## src/rtl/avr_dmem_arbiter_if.sv

```systemverilog
// Data-memory bundle around the arbiter: core pins, RAM pins, secondary requester port, starvation status.
// slave = arbiter view; master = the surrounding core/RAM/requester view.
interface avr_dmem_arbiter_if #(
    parameter int ADDR_W = 9
);
    logic              core_re;
    logic              core_we;
    logic [ADDR_W-1:0] core_a;
    logic [7:0]        core_wdata;
    logic [7:0]        core_rdata;

    logic              ram_re;
    logic              ram_we;
    logic [ADDR_W-1:0] ram_a;
    logic [7:0]        ram_wdata;
    logic [7:0]        ram_rdata;

    logic              sec_valid;
    logic              sec_ready;
    logic              sec_we;
    logic [ADDR_W-1:0] sec_a;
    logic [7:0]        sec_wdata;
    logic              sec_rsp_valid;
    logic [7:0]        sec_rsp_data;

    logic              starve;
    logic              starve_clr;

    modport slave (
        input  core_re, core_we, core_a, core_wdata,
        output core_rdata,
        output ram_re, ram_we, ram_a, ram_wdata,
        input  ram_rdata,
        input  sec_valid, sec_we, sec_a, sec_wdata,
        output sec_ready, sec_rsp_valid, sec_rsp_data,
        output starve,
        input  starve_clr
    );

    modport master (
        output core_re, core_we, core_a, core_wdata,
        input  core_rdata,
        input  ram_re, ram_we, ram_a, ram_wdata,
        output ram_rdata,
        output sec_valid, sec_we, sec_a, sec_wdata,
        input  sec_ready, sec_rsp_valid, sec_rsp_data,
        input  starve,
        output starve_clr
    );
endinterface

```

## src/rtl/avr_dmem_arbiter.sv

```systemverilog
// Shares the data RAM between avr_core (absolute priority) and a queued secondary requester.
// Latency: secondary command issues >=1 cycle after accept; read response 1 cycle after issue.
// Backpressure: sec_ready drops when the FIFO is full; core never stalls. Option: AVR_DMEM_ARB_STARVE_EN.
module avr_dmem_arbiter #(
    parameter int ADDR_W       = 9,
    parameter int DEPTH        = 2,
    parameter int STARVE_LIMIT = 64
) (
    input  logic               clk,
    input  logic               reset_n,
    avr_dmem_arbiter_if.slave  bus
);
    localparam int PTR_W = $clog2(DEPTH);
    localparam int CNT_W = $clog2(DEPTH + 1);

    typedef struct packed {
        logic              we;
        logic [ADDR_W-1:0] a;
        logic [7:0]        wdata;
    } cmd_t;

    cmd_t             fifo_mem [DEPTH];
    logic [PTR_W-1:0] wr_ptr;
    logic [PTR_W-1:0] rd_ptr;
    logic [CNT_W-1:0] count;
    logic             rd_pend;
    cmd_t             head;
    logic             core_own;
    logic             fifo_empty;
    logic             push;
    logic             pop;

    assign core_own      = bus.core_re | bus.core_we;
    assign fifo_empty    = (count == '0);
    assign bus.sec_ready = (count != CNT_W'(DEPTH));
    assign push          = bus.sec_valid & bus.sec_ready;
    assign pop           = ~core_own & ~fifo_empty;
    assign head          = fifo_mem[rd_ptr];

    // Core wins any cycle it touches memory; the idle bus keeps the head address stable.
    always_comb begin
        if (core_own) begin
            bus.ram_re    = bus.core_re;
            bus.ram_we    = bus.core_we;
            bus.ram_a     = bus.core_a;
            bus.ram_wdata = bus.core_wdata;
        end else begin
            bus.ram_re    = pop & ~head.we;
            bus.ram_we    = pop & head.we;
            bus.ram_a     = head.a;
            bus.ram_wdata = head.wdata;
        end
    end

    assign bus.core_rdata    = bus.ram_rdata;
    assign bus.sec_rsp_data  = bus.ram_rdata;
    assign bus.sec_rsp_valid = rd_pend;

    always_ff @(posedge clk) begin
        if (push) begin
            fifo_mem[wr_ptr] <= '{we: bus.sec_we, a: bus.sec_a, wdata: bus.sec_wdata};
        end
    end

    always_ff @(posedge clk or negedge reset_n) begin
        if (!reset_n) begin
            wr_ptr  <= '0;
            rd_ptr  <= '0;
            count   <= '0;
            rd_pend <= 1'b0;
        end else begin
            if (push) wr_ptr <= wr_ptr + PTR_W'(1);
            if (pop)  rd_ptr <= rd_ptr + PTR_W'(1);
            if (push && !pop)      count <= count + CNT_W'(1);
            else if (pop && !push) count <= count - CNT_W'(1);
            rd_pend <= pop & ~head.we;
        end
    end

`ifdef AVR_DMEM_ARB_STARVE_EN
    localparam int WC_W = $clog2(STARVE_LIMIT + 1);

    logic [WC_W-1:0] wait_cnt;
    logic [WC_W-1:0] wait_nxt;
    logic            starve_q;

    // Only counts cycles where a queued command is blocked by the core.
    always_comb begin
        wait_nxt = wait_cnt;
        if (pop || fifo_empty) begin
            wait_nxt = '0;
        end else if (wait_cnt != WC_W'(STARVE_LIMIT)) begin
            wait_nxt = wait_cnt + WC_W'(1);
        end
    end

    always_ff @(posedge clk or negedge reset_n) begin
        if (!reset_n) begin
            wait_cnt <= '0;
            starve_q <= 1'b0;
        end else if (bus.starve_clr) begin
            wait_cnt <= '0;
            starve_q <= 1'b0;
        end else begin
            wait_cnt <= wait_nxt;
            if (wait_nxt == WC_W'(STARVE_LIMIT)) starve_q <= 1'b1;
        end
    end

    assign bus.starve = starve_q;
`else
    logic unused_starve;
    assign unused_starve = bus.starve_clr ^ (STARVE_LIMIT != 0);
    assign bus.starve    = 1'b0;
`endif
endmodule
```

## src/flat_wrapper.sv

```systemverilog
// flat-port wrapper written by rule: the top's interface ports become plain ports
module avr_dmem_arbiter_flat 
#(
    parameter int ADDR_W       = 9,
    parameter int DEPTH        = 2,
    parameter int STARVE_LIMIT = 64
)
  (clk, reset_n, bus_core_re, bus_core_we, bus_core_a, bus_core_wdata, bus_core_rdata, bus_ram_re, bus_ram_we, bus_ram_a, bus_ram_wdata, bus_ram_rdata, bus_sec_valid, bus_sec_we, bus_sec_a, bus_sec_wdata, bus_sec_ready, bus_sec_rsp_valid, bus_sec_rsp_data, bus_starve, bus_starve_clr);
  avr_dmem_arbiter_if #(.ADDR_W(ADDR_W)) bus_i ();
  input  logic clk;
  input  logic reset_n;
  input wire logic [$bits(bus_i.core_re)-1:0] bus_core_re;
  input wire logic [$bits(bus_i.core_we)-1:0] bus_core_we;
  input wire logic [$bits(bus_i.core_a)-1:0] bus_core_a;
  input wire logic [$bits(bus_i.core_wdata)-1:0] bus_core_wdata;
  output wire logic [$bits(bus_i.core_rdata)-1:0] bus_core_rdata;
  output wire logic [$bits(bus_i.ram_re)-1:0] bus_ram_re;
  output wire logic [$bits(bus_i.ram_we)-1:0] bus_ram_we;
  output wire logic [$bits(bus_i.ram_a)-1:0] bus_ram_a;
  output wire logic [$bits(bus_i.ram_wdata)-1:0] bus_ram_wdata;
  input wire logic [$bits(bus_i.ram_rdata)-1:0] bus_ram_rdata;
  input wire logic [$bits(bus_i.sec_valid)-1:0] bus_sec_valid;
  input wire logic [$bits(bus_i.sec_we)-1:0] bus_sec_we;
  input wire logic [$bits(bus_i.sec_a)-1:0] bus_sec_a;
  input wire logic [$bits(bus_i.sec_wdata)-1:0] bus_sec_wdata;
  output wire logic [$bits(bus_i.sec_ready)-1:0] bus_sec_ready;
  output wire logic [$bits(bus_i.sec_rsp_valid)-1:0] bus_sec_rsp_valid;
  output wire logic [$bits(bus_i.sec_rsp_data)-1:0] bus_sec_rsp_data;
  output wire logic [$bits(bus_i.starve)-1:0] bus_starve;
  input wire logic [$bits(bus_i.starve_clr)-1:0] bus_starve_clr;
  assign bus_i.core_re = bus_core_re;
  assign bus_i.core_we = bus_core_we;
  assign bus_i.core_a = bus_core_a;
  assign bus_i.core_wdata = bus_core_wdata;
  assign bus_core_rdata = bus_i.core_rdata;
  assign bus_ram_re = bus_i.ram_re;
  assign bus_ram_we = bus_i.ram_we;
  assign bus_ram_a = bus_i.ram_a;
  assign bus_ram_wdata = bus_i.ram_wdata;
  assign bus_i.ram_rdata = bus_ram_rdata;
  assign bus_i.sec_valid = bus_sec_valid;
  assign bus_i.sec_we = bus_sec_we;
  assign bus_i.sec_a = bus_sec_a;
  assign bus_i.sec_wdata = bus_sec_wdata;
  assign bus_sec_ready = bus_i.sec_ready;
  assign bus_sec_rsp_valid = bus_i.sec_rsp_valid;
  assign bus_sec_rsp_data = bus_i.sec_rsp_data;
  assign bus_starve = bus_i.starve;
  assign bus_i.starve_clr = bus_starve_clr;
  avr_dmem_arbiter #(.ADDR_W(ADDR_W), .DEPTH(DEPTH), .STARVE_LIMIT(STARVE_LIMIT)) u_core (.clk(clk), .reset_n(reset_n), .bus(bus_i));
endmodule
```

## config.mk

```make
export PLATFORM = sky130hd
export DESIGN_NAME = avr_dmem_arbiter_flat
export DESIGN_NICKNAME = d
export VERILOG_FILES = /design/src/rtl/avr_dmem_arbiter_if.sv /design/src/rtl/avr_dmem_arbiter.sv /design/src/flat_wrapper.sv
export SDC_FILE = /design/constraint.sdc
export NUM_CORES = 1
export LEC_CHECK = 0
export CAP_MARGIN = 15
export CORE_MARGIN = 5
export CORE_UTILIZATION = 41
export DETAILED_ROUTE_END_ITERATION = 10
export PLACE_DENSITY_LB_ADDON = 0.05
export SLEW_MARGIN = 10
export SYNTH_ARGS = -nofsm -noshare
export SYNTH_HDL_FRONTEND = slang
export SYNTH_SLANG_ARGS = --single-unit
```

## constraint.sdc

```tcl
create_clock -name clk -period 2.7 [get_ports clk]
set_clock_uncertainty 0.2 [all_clocks]
set_input_delay 0.27 -clock clk [delete_from_list [all_inputs] [get_ports clk]]
set_output_delay 0.27 -clock clk [all_outputs]
set_load 0.02 [all_outputs]
```

==> results of run 1 <==
-- how the worst max path moves through the flow --
stage / startpoint / endpoint / slack [ps] / depth (start not counted)
finish: bus_core_we / bus_ram_wdata[1] / 150 / 5
detailed placement: bus_core_we / bus_ram_wdata[1] / 180 / 5
global route: bus_core_we / bus_ram_wdata[1] / 50 / 5
floorplan: u_core.count[0] / u_core.fifo_mem[0][0] / 520 / 3
global placement: bus_core_we / bus_ram_wdata[1] / 170 / 5
CTS: bus_core_we / bus_ram_wdata[1] / 140 / 5
-- worst register-to-register path, stage by stage (launching register included) --
cell                       delay [ps]
sky130_fd_sc_hd__dfrtp_1          430
sky130_fd_sc_hd__nand2b_1         190
sky130_fd_sc_hd__nand2_1          140
sky130_fd_sc_hd__inv_1             70
sky130_fd_sc_hd__ha_1             310
sky130_fd_sc_hd__nor2_1           140
sky130_fd_sc_hd__xor2_1           150
-- where the power goes --
group | switching, W | internal, W | leakage (nW)
logic | 0.000342 | 0.000334 | 0.524
clock network | 0.000192 | 0.000268 | 0.0540
registers | 0.0000573 | 0.000871 | 0.395
-- state kept, by name, summed over array words and instances (netlist names) --
signal and flops:
u_core.count 2, u_core.fifo_mem 36, u_core.wr_ptr 1, u_core.rd_ptr 1
u_core.bus.sec_rsp_valid 1
-- cells in the mapped netlist --
library cell | n | share of area
sky130_fd_sc_hd__edfxtp_1 | 36 | 0.58
sky130_fd_sc_hd__buf_4 | 18 | 0.073
sky130_fd_sc_hd__mux2i_1 | 18 | 0.097
sky130_fd_sc_hd__nand2_1 | 18 | 0.037
sky130_fd_sc_hd__o21ai_0 | 17 | 0.046
sky130_fd_sc_hd__dfrtp_1 | 5 | 0.068
sky130_fd_sc_hd__nor2_1 | 3 | 0.0061
sky130_fd_sc_hd__buf_6 | 2 | 0.012
sky130_fd_sc_hd__clkbuf_1 | 2 | 0.0041
sky130_fd_sc_hd__or2_1 | 2 | 0.0068
sky130_fd_sc_hd__xnor2_1 | 2 | 0.0095
sky130_fd_sc_hd__xor2_1 | 2 | 0.0095
sky130_fd_sc_hd__and3_1 | 1 | 0.0034
sky130_fd_sc_hd__buf_2 | 1 | 0.0027
sky130_fd_sc_hd__conb_1 | 1 | 0.0020
sky130_fd_sc_hd__ha_1 | 1 | 0.0068
sky130_fd_sc_hd__inv_1 | 1 | 0.0020
sky130_fd_sc_hd__nand2b_1 | 1 | 0.0034
sky130_fd_sc_hd__nor3b_2 | 1 | 0.0068
sky130_fd_sc_hd__o21bai_2 | 1 | 0.0061
sky130_fd_sc_hd__or2_4 | 1 | 0.0047
sky130_fd_sc_hd__xnor2_2 | 1 | 0.0088
-- per-stage QoR --
step	cell area [um2]	hold WS, ps	instances	worst slack (ps)
4_1_cts	2520	309	238	145
6_report	2520	309	238	155
3_5_place_dp	2400	295	230	179
3_3_place_gp	2400	284	230	172
2_1_floorplan	1850	-226	135	524
5_1_grt	2520	333	238	51.7
-- cells in the final DEF (no fill, tap or decap) --
master and instances:
sky130_fd_sc_hd__nor2_1 2, sky130_fd_sc_hd__dfrtp_1 5, sky130_fd_sc_hd__buf_4 5, sky130_fd_sc_hd__bufinv_16 1, sky130_fd_sc_hd__nor3b_2 1, sky130_fd_sc_hd__or2_1 2, sky130_fd_sc_hd__inv_1 1, sky130_fd_sc_hd__ha_1 1
sky130_fd_sc_hd__nand2_1 18, sky130_fd_sc_hd__buf_12 1, sky130_fd_sc_hd__xnor2_1 2, sky130_fd_sc_hd__o21ai_0 17, sky130_fd_sc_hd__edfxtp_1 36, sky130_fd_sc_hd__clkbuf_8 5, sky130_fd_sc_hd__and3_1 1, sky130_fd_sc_hd__xor2_1 2
sky130_fd_sc_hd__xnor2_2 1, sky130_fd_sc_hd__o21bai_2 1, sky130_fd_sc_hd__nand2b_1 1, sky130_fd_sc_hd__dlygate4sd3_1 1, sky130_fd_sc_hd__conb_1 1, sky130_fd_sc_hd__nor2_2 1, sky130_fd_sc_hd__clkdlybuf4s50_1 60, sky130_fd_sc_hd__mux2i_1 18
sky130_fd_sc_hd__clkinv_2 1, sky130_fd_sc_hd__or2_4 1
-- final cells by class --
cell class | instances | share of cell area
sequential | 41 | 0.479
timing repair buffer | 67 | 0.265
multi-input combinational | 70 | 0.187
clock buffer | 5 | 0.0273
tap | 52 | 0.0258
clock inverter | 2 | 0.0139
inverter | 1 | 0.00149
-- cell families after synthesis --
group,Yosys count
adders and majority gates,1
AOI/OAI and AO/OA,18
DFF,41
xor gates and xnor gates,5
muxes,18
other,1
buffers and inverters,24
and+or+nand+nor,27
-- routing by layer --
layer	vias up	GRT usage	share of wire	routed length [um]
met4	0	0.0430	0.020	70
met5	-	0	0	0
met1	514	0.137	0.40	1410
li1	557	-	-	-
met3	14	0.0585	0.093	329
met2	46	0.209	0.49	1750
==> metrics.md, run 1 <==
| Metric | Value |
|---|---|
| Final nets | roughly 240 |
| Sequential-to-total area share from yosys stat | 0.652 |
| Result of the run | finished, final reports clean |
| Height of the die | slightly below 80 um |
| Syn nets | between 150 and 200 |
| Crit. End Element | output pin |
| Combined buffer and inverter count along the critical path | 3 |
| Slowest stage cell on the critical path | sky130_fd_sc_hd__clkdlybuf4s50_1 |
| RD Place Congestion | approximately 0.74 |
| Destination of the worst register-to-register timing path | u_core.count[1] |
| Number of antenna violations at the first check in global routing | 0 |
| Count of nets left with antenna violations after detail routing | 0 |
| Hold_buf cts | 1 |
| Largest family of logic cells by synthesized area | multiplexers |
| Portion of netlist area occupied by mux cells | 0.0974 |
| Xor and xnor area share after synthesis | 0.0277 |
| Internal reg-to-reg setup slack | 990 ps |
| Final count of pins violating max slew | 0 |
| Length of the first detailed-routing pass in iterations | 4 |
| Max-cap violations | 0 |
| Unrepaired setup endpoints after global routing | no |
| Area inside the core boundary | about 0.0044 mm2 |
| Number of primary I/O pins | 87 |
| Row count | 24 |
| Die X | approximately 77 um |
| Estimated wirelength of the detail-placed design | about 2600 um |
| Overflow left after global routing | 0 |
| CP delay by family, top | buffers and inverters |
| Clock tree from TritonCTS | built |
| Power Dens Cells | 819 mW/mm2 |
| Hold Violations, Final | 0 |
| Number of buffers inserted to repair setup after CTS | 0 |
| Number of cells on the worst reg-to-reg path | 6 |
| Delay of the slowest cell on the worst path | between 600 and 700 ps |
| Violation count after the first detailed-routing iteration | 30 |
| Synthesized instance count | 135 |
| Wire length of the first global-routing pass | between 5000 and 6000 um |
| Simple logic cell fraction of the synthesized area | 0.0677 |
| Worst skew pair latency | ~280 ps |
| Residual DRC count | 0 |
| Setup total negative slack | 0 ps |
| Standby leakage power | between 0.9 and 1 nW |
| Diodes inserted | 0 |
| CTS max path bufs | 2 |
| Max FO, Critical Path | 26 |
| DR vias/cell | around 4.8 |
| Storage element area | between 0.001 and 0.0015 mm2 |
| Pin count of the biggest net entering global routing | 27 |
| Count of cell types in the netlist | 22 |
| Minimum clock period after layout | between 2000 and 3000 ps |
| Mapped Area | 0.00185 mm2 |
| Setup-failing EPs final | 0 |
| Type of the worst min-delay path | reg -> reg |
| Number of global-route vias before repair | between 1000 and 1500 |
| Maximum ir drop on the vdd rail | roughly 440 uV |
| Worst Setup Start Kind | input port |
| Seq cells post-synth | just over 40 |
| Number of sinks driven by the clock tree | 41 |
| YS warnings | 0 |
| F_max | 0.393 GHz |
| Area delta synth->final | 36.2% |
| Area of the multi-input gates | around 470 um2 |
| H-tree levels | 2 |
| Share of final-layout standard cells stronger than drive strength 1 | 0.0968 |
| Critical Path AT | 2080 ps |
| CTS buffer count | 5 |
| Initial core utilization | 0.425 |
| Clock transition at the registers of the reported paths | approximately 80 ps |
| Crit Path Category | in -> out |
| Count of buffers inserted at the top-level ports | 60 |
| Cell depth of the worst min-delay path | 1 |
| Most used cell along the critical path | sky130_fd_sc_hd__clkdlybuf4s50_1 |
| Final routed wire length divided by cell count | between 10 and 15 um |
| Source of the worst hold timing path | u_core.count[1] |
| Routed wire length | about 3600 um |
| Adder-cell share of the synthesized area | 0.00677 |
| Synth Area in Compound Gates | 0.0521 |
| Share of the cycle needed by the critical path after routing | 0.943 |
| Critical-path cell list | clkdlybuf4s50_1, or2_1, buf_12, o21ai_0, clkdlybuf4s50_1 |
| Overall Global Routing Usage | 0.124 |
| Critical path data required time | 2230 ps |
| Number of filler cells placed in the layout | 361 |
| Power Total | ~0.0021 W |
| Buffer cell driving the clock tree root | sky130_fd_sc_hd__clkbuf_8 |
| Mean area per synthesized cell | between 10 and 15 um2 |
| Reg-to-reg startpoint | u_core.count[0] |
| Vias post-DR | roughly 1100 |
| Post-cts repair resize count | 0 |
| Final core utilization | 0.578 |
| Area enclosed by the die boundary | between 0.005 and 0.006 mm2 |
| Hold EP | u_core.count[1] |
(Power assumes the default switching activity.)
==> inputs of run 2 (changes only) <==
--- a/config.mk
+++ b/config.mk
@@ -7,7 +7,7 @@
 export LEC_CHECK = 0
 export CAP_MARGIN = 15
 export CORE_MARGIN = 5
-export CORE_UTILIZATION = 41
+export CORE_UTILIZATION = 35
 export DETAILED_ROUTE_END_ITERATION = 10
 export PLACE_DENSITY_LB_ADDON = 0.05
 export SLEW_MARGIN = 10
==> metrics.md, run 2 (synthesis results as in run 1) <==
| Metric | Value |
|---|---|
| Max-cap violations | 0 (unchanged) |
| Pin count of the biggest net entering global routing | 19 (-30%) |
| Area enclosed by the die boundary | 0.00684 mm2 (+15%) |
| Clock transition at the registers of the reported paths | 80 ps (about the same) |
| Overflow left after global routing | 0 (unchanged) |
| Wire length of the first global-routing pass | 5430 um (-7.0%) |
| Worst Setup Start Kind | input port |
| Area inside the core boundary | 0.00511 mm2 (+17%) |
| Slowest stage cell on the critical path | sky130_fd_sc_hd__clkdlybuf4s50_1 |
| Number of cells on the worst reg-to-reg path | 4 (-2) |
| Type of the worst min-delay path | reg -> reg |
| Estimated wirelength of the detail-placed design | 2750 um (+5.1%) |
| Hold_buf cts | 1 (unchanged) |
| Largest regs | u_core.fifo_mem x36, u_core.count x2 |
| CTS buffer count | 5 (unchanged) |
| Die X | 82.7 um (+7.2%) |
| Placed cell area | 0.00241 mm2 (+0.42%) |
| Commonest cells after routing, fill and taps aside | 60 x sky130_fd_sc_hd__clkdlybuf4s50_1, 36 x sky130_fd_sc_hd__edfxtp_1, 18 x sky130_fd_sc_hd__mux2i_1, 18 x sky130_fd_sc_hd__nand2_1, 17 x sky130_fd_sc_hd__o21ai_0 |
| Buffer cell driving the clock tree root | sky130_fd_sc_hd__clkbuf_8 |
| Count of nets left with antenna violations after detail routing | 0 (unchanged) |
| Minimum clock period after layout | 2490 ps (-50.7 ps) |
| Cell Count Post-Placement | 248 (+7.8%) |
| Max FO, Critical Path | 18 (-31%) |
| Register ranked first by flip-flop count | u_core.fifo_mem |
| Unrepaired setup endpoints after global routing | no |
| Setup total negative slack | 0 ps (unchanged) |
| Clock tree from TritonCTS | built |
| Setup-failing EPs final | 0 (unchanged) |
| Critical path data required time | 2230 ps (about the same) |
| Residual DRC count | 0 (unchanged) |
| Reg-to-reg startpoint | u_core.count[0] |
| Diodes inserted | 0 (unchanged) |
| CTS max path bufs | 2 (unchanged) |
| Critical Path AT | 2020 ps (-60 ps) |
| Number of cells in the finished layout apart from fillers | 257 (+8.0%) |
| Cell depth of the worst min-delay path | 1 (unchanged) |
| Delay of the slowest cell on the worst path | 640 ps (about the same) |
| Share of final-layout standard cells stronger than drive strength 1 | 0.0909 (-0.00587) |
| Final count of pins violating max slew | 0 (unchanged) |
| F_max | 0.401 GHz (+2.0%) |
| Internal reg-to-reg setup slack | 890 ps (-100 ps) |
| Number of primary I/O pins | 87 (unchanged) |
| Summed area of non-filler cells in the final layout | 0.00253 mm2 (+0.50%) |
| Standby leakage power | 0.967 nW (-0.65%) |
| Initial core utilization | 0.362 (-0.0626) |
| Most common cell after layout, fill and taps aside | sky130_fd_sc_hd__clkdlybuf4s50_1 |
| DR vias/cell | 4.36 (-8.2%) |
| Area delta synth->final | 36.9% |
| Violation count after the first detailed-routing iteration | 47 (+57%) |
| Number of sinks driven by the clock tree | 41 (unchanged) |
| Final nets | 236 (unchanged) |
| Overall Global Routing Usage | 0.109 (-0.0152) |
| H-tree levels | 2 (unchanged) |
| Hold EP | u_core.count[1] |
| Worst hold slack after final layout | 310 ps (+0.528 ps) |
| Length of the first detailed-routing pass in iterations | 4 (unchanged) |
| Number of buffers inserted to repair setup after CTS | 0 (unchanged) |
| Crit. End Element | output pin |
| Result of the run | finished, final reports clean |
| Power Dens Cells | 821 mW/mm2 (+0.14%) |
| Routed wire length | 3610 um (+1.6%) |
| RD Place Congestion | 0.682 (-7.6%) |
| Most used cell along the critical path | sky130_fd_sc_hd__clkdlybuf4s50_1 |
| Critical-path cell list | clkdlybuf4s50_1, or2_1, buf_4, o21ai_0, clkdlybuf4s50_1 |
| Number of global-route vias before repair | 1166 (-5.4%) |
| Worst skew pair latency | 290 ps (about the same) |
| Share of the cycle needed by the critical path after routing | 0.924 (-0.0188) |
| Height of the die | 82.7 um (+7.2%) |
| Flip-flop count of the largest register, all copies and words added | 36 (unchanged) |
| Post-cts repair resize count | 0 (unchanged) |
| Count of buffers inserted at the top-level ports | 60 (unchanged) |
| Final routed wire length divided by cell count | 14.0 um (-5.9%) |
| Number of antenna violations at the first check in global routing | 0 (unchanged) |
| Crit Path Category | in -> out |
| Source of the worst hold timing path | u_core.count[1] |
| Maximum ir drop on the vdd rail | 360 uV (-18%) |
| Hold Violations, Final | 0 (unchanged) |
| Vias post-DR | 1121 (-0.88%) |
| Destination of the worst register-to-register timing path | u_core.fifo_mem[0][0] |
| Row count | 26 (+8.3%) |
run 2: worst max path at each step:
stage / from / to / slack [ps]
finish: bus_core_re / bus_ram_wdata[1] / 210
global route: bus_core_re / bus_ram_wdata[1] / 80
CTS: bus_core_re / bus_ram_we / 200
detailed placement: bus_core_re / bus_ram_wdata[0] / 200
global placement: bus_core_we / bus_ram_we / 200
floorplan: u_core.count[0] / u_core.fifo_mem[0][0] / 520
run 2: routing by layer:
layer | up-vias | GRT usage | share of wire
met1 | 501 | 0.124 | 0.39
li1 | 556 | - | -
met5 | - | 0 | 0
met2 | 53 | 0.182 | 0.49
met4 | 0 | 0.0588 | 0.019
met3 | 11 | 0.0347 | 0.10
run 2: final cells by class:
| class | count | area, um2 |
|---|---|---|
| clock buffer | 6 | 72.6 |
| inverter | 1 | 3.75 |
| multi-input combinational | 70 | 472 |
| sequential | 41 | 1210 |
| timing repair buffer | 67 | 656 |
| fill | 474 | 2580 |
| tap | 70 | 87.6 |
| clock inverter | 2 | 33.8 |
run 2: power by group:
group / internal [W] / switching (W) / total [W]
Clock: 0.000273 / 0.000201 / 0.000474
Sequential: 0.000870 / 0.0000565 / 0.000927
Combinational: 0.000328 / 0.000348 / 0.000677
run 2: metrics by stage:
stage                     setup WS [ps]  power, W  utilization
after floorplan                     524   0.00140            -
after global placement              204   0.00161        0.473
after detailed placement            201   0.00163        0.473
after CTS                           196   0.00211        0.496
after global routing               80.8   0.00219        0.496
final                               206   0.00208        0.496
run 2: worst max-delay path: cells and delay by family:
family	cells	cell delay [ps]
buffers and inverters	3	1280
AOI/OAI and AO/OA	1	190
and+or+nand+nor	1	280
==> inputs of run 3 (changes only) <==
--- a/config.mk
+++ b/config.mk
@@ -9,7 +9,7 @@
 export CORE_MARGIN = 5
 export CORE_UTILIZATION = 35
 export DETAILED_ROUTE_END_ITERATION = 10
-export PLACE_DENSITY_LB_ADDON = 0.05
+export PLACE_DENSITY = 0.68
 export SLEW_MARGIN = 10
 export SYNTH_ARGS = -nofsm -noshare
 export SYNTH_HDL_FRONTEND = slang
==> metrics.md, run 3 (synthesis results as in run 1) <==
| Metric | Value |
|---|---|
| Setup-failing EPs final | 0 (unchanged) |
| Worst Setup Start Kind | input port |
| CTS buffer count | 5 (unchanged) |
| Delay of the slowest cell on the worst path | 640 ps (about the same) |
| Violation count after the first detailed-routing iteration | 24 (-49%) |
| Buffer cell driving the clock tree root | sky130_fd_sc_hd__clkbuf_8 |
| Final count of pins violating max slew | 0 (unchanged) |
| Wire length of the first global-routing pass | 5910 um (+8.9%) |
| Number of sinks driven by the clock tree | 41 (unchanged) |
| Number of filler cells placed in the layout | 450 (-5.1%) |
| Flip-flop count of the largest register, all copies and words added | 36 (unchanged) |
| Most common cell after layout, fill and taps aside | sky130_fd_sc_hd__clkdlybuf4s50_1 |
| Count of buffers inserted at the top-level ports | 60 (unchanged) |
| Length of the first detailed-routing pass in iterations | 3 (-1) |
| Vias post-DR | 1109 (-1.1%) |
| Result of the run | finished, final reports clean |
| Maximum ir drop on the vdd rail | 376 uV (+4.5%) |
| Unrepaired setup endpoints after global routing | no |
| Residual DRC count | 0 (unchanged) |
| Critical path data required time | 2230 ps (about the same) |
| Most used cell along the critical path | sky130_fd_sc_hd__clkdlybuf4s50_1 |
| Final nets | 235 (-0.42%) |
| Area delta synth->final | 36.4% |
| Largest regs | u_core.fifo_mem x36, u_core.count x2 |
| Estimated wirelength of the detail-placed design | 2640 um (-3.9%) |
| Diodes inserted | 0 (unchanged) |
| Critical-path cell list | clkdlybuf4s50_1, or2_1, buf_4, o21ai_0, clkdlybuf4s50_1 |
| Area inside the core boundary | 0.00511 mm2 (unchanged) |
| Type of the worst min-delay path | in -> async |
| Register ranked first by flip-flop count | u_core.fifo_mem |
| Clock transition at the registers of the reported paths | 70 ps (about the same) |
| Critical Path AT | 2030 ps (about the same) |
| Overall Global Routing Usage | 0.118 (+0.00891) |
| H-tree levels | 2 (unchanged) |
| Die X | 82.7 um (unchanged) |
| Count of nets left with antenna violations after detail routing | 0 (unchanged) |
| Max FO, Critical Path | 20 (+2) |
| Share of the cycle needed by the critical path after routing | 0.927 (+0.00322) |
| Power Dens Cells | 823 mW/mm2 (+0.24%) |
| RD Place Congestion | 0.731 (+7.2%) |
| Row count | 26 (unchanged) |
| Worst skew pair latency | 280 ps (about the same) |
| Slowest stage cell on the critical path | sky130_fd_sc_hd__clkdlybuf4s50_1 |
| Setup total negative slack | 0 ps (unchanged) |
| Height of the die | 82.7 um (unchanged) |
| Crit Path Category | in -> out |
| Hold_buf cts | 0 (-1) |
| F_max | 0.400 GHz (-0.35%) |
| Standby leakage power | 0.961 nW (-0.57%) |
| Area of the multi-input gates | 469 um2 (-0.53%) |
| Clock tree from TritonCTS | built |
| Number of buffers inserted to repair setup after CTS | 0 (unchanged) |
| Area enclosed by the die boundary | 0.00684 mm2 (unchanged) |
| Share of final-layout standard cells stronger than drive strength 1 | 0.0914 (+0.000489) |
| Crit. End Element | output pin |
| Power Total | 0.00207 W (-0.11%) |
| Pin count of the biggest net entering global routing | 21 (+2) |
| DR vias/cell | 4.33 (-0.68%) |
| Max-cap violations | 0 (unchanged) |
| Post-cts repair resize count | 0 (unchanged) |
| Final routed wire length divided by cell count | 13.7 um (-2.6%) |
| Routed wire length | 3500 um (-3.0%) |
| Number of antenna violations at the first check in global routing | 0 (unchanged) |
| Number of primary I/O pins | 87 (unchanged) |
| Final core utilization | 0.494 (-0.00171) |
| Overflow left after global routing | 0 (unchanged) |
| Initial core utilization | 0.362 (unchanged) |
| Minimum clock period after layout | 2500 ps (+8.69 ps) |
| Number of global-route vias before repair | 1285 (+10%) |
| Hold Violations, Final | 0 (unchanged) |
| Storage element area | 0.00121 mm2 (unchanged) |
| Commonest cells after routing, fill and taps aside | 60 x sky130_fd_sc_hd__clkdlybuf4s50_1, 36 x sky130_fd_sc_hd__edfxtp_1, 18 x sky130_fd_sc_hd__mux2i_1, 18 x sky130_fd_sc_hd__nand2_1, 17 x sky130_fd_sc_hd__o21ai_0 |
| CTS max path bufs | 2 (unchanged) |
-- run 3: cell count changes in the layout (fill, tap and decap cells not counted) --
| cell | before | now |
|---|---|---|
| sky130_fd_sc_hd__nor2_1 | 2 | 3 |
| sky130_fd_sc_hd__clkbuf_1 | 1 | 0 |
| sky130_fd_sc_hd__dlygate4sd3_1 | 1 | 0 |
| sky130_fd_sc_hd__clkinvlp_4 | 0 | 1 |
| sky130_fd_sc_hd__nor2_2 | 1 | 0 |
-- run 3: critical path, delay by kind of cell --
| family | cells | cell delay [ps] |
|---|---|---|
| buffers and inverters | 3 | 1270 |
| AND/OR/NAND/NOR | 1 | 290 |
| AO/OA/AOI/OAI | 1 | 200 |
-- run 3: final cells by class --
| cell class | count | share of cell area |
|---|---|---|
| Sequential cell | 41 | 0.478 |
| Timing Repair Buffer | 66 | 0.256 |
| Multi-Input combinational cell | 70 | 0.186 |
| Tap cell | 70 | 0.0347 |
| Clock buffer | 5 | 0.0273 |
| Clock inverter | 3 | 0.0164 |
| Inverter | 1 | 0.00149 |
-- run 3: metrics by stage --
stage,hold slack [ps],instance area (um2),instances,worst slack (ps)
finish,6.13,2520,256,197
global route,13.8,2520,256,42.3
CTS,4.66,2520,256,175
detailed placement,292,2410,248,194
global placement,280,2410,248,209
floorplan,-226,1850,135,524
-- run 3: power breakdown --
part / internal, W / leakage, nW / switching (W)
Clock: 0.000272 / 0.0518 / 0.000194
Sequential: 0.000871 / 0.395 / 0.0000581
Combinational: 0.000329 / 0.515 / 0.000351
-- run 3: path summary, 6_finish.rpt --
check	slack, ps	from	end	depth (start not counted)
setup reg to reg	980	u_core.count[0]	u_core.count[1]	6
setup / recovery	200	bus_core_we	bus_ram_a[3]	5
hold reg to reg	300	u_core.wr_ptr	u_core.wr_ptr	1
min in group clk	300	u_core.wr_ptr	u_core.wr_ptr	1
max in group asynchronous	2110	reset_n	u_core.count[1]	1
hold / removal	6	reset_n	u_core.rd_ptr	1
-- run 3: layer usage --
layer	GRT usage	up-vias	share of wire
li1	-	554	-
met1	0.127	508	0.37
met2	0.204	42	0.52
met3	0.0553	5	0.11
met4	0.0392	0	0.0071
met5	0	-	0
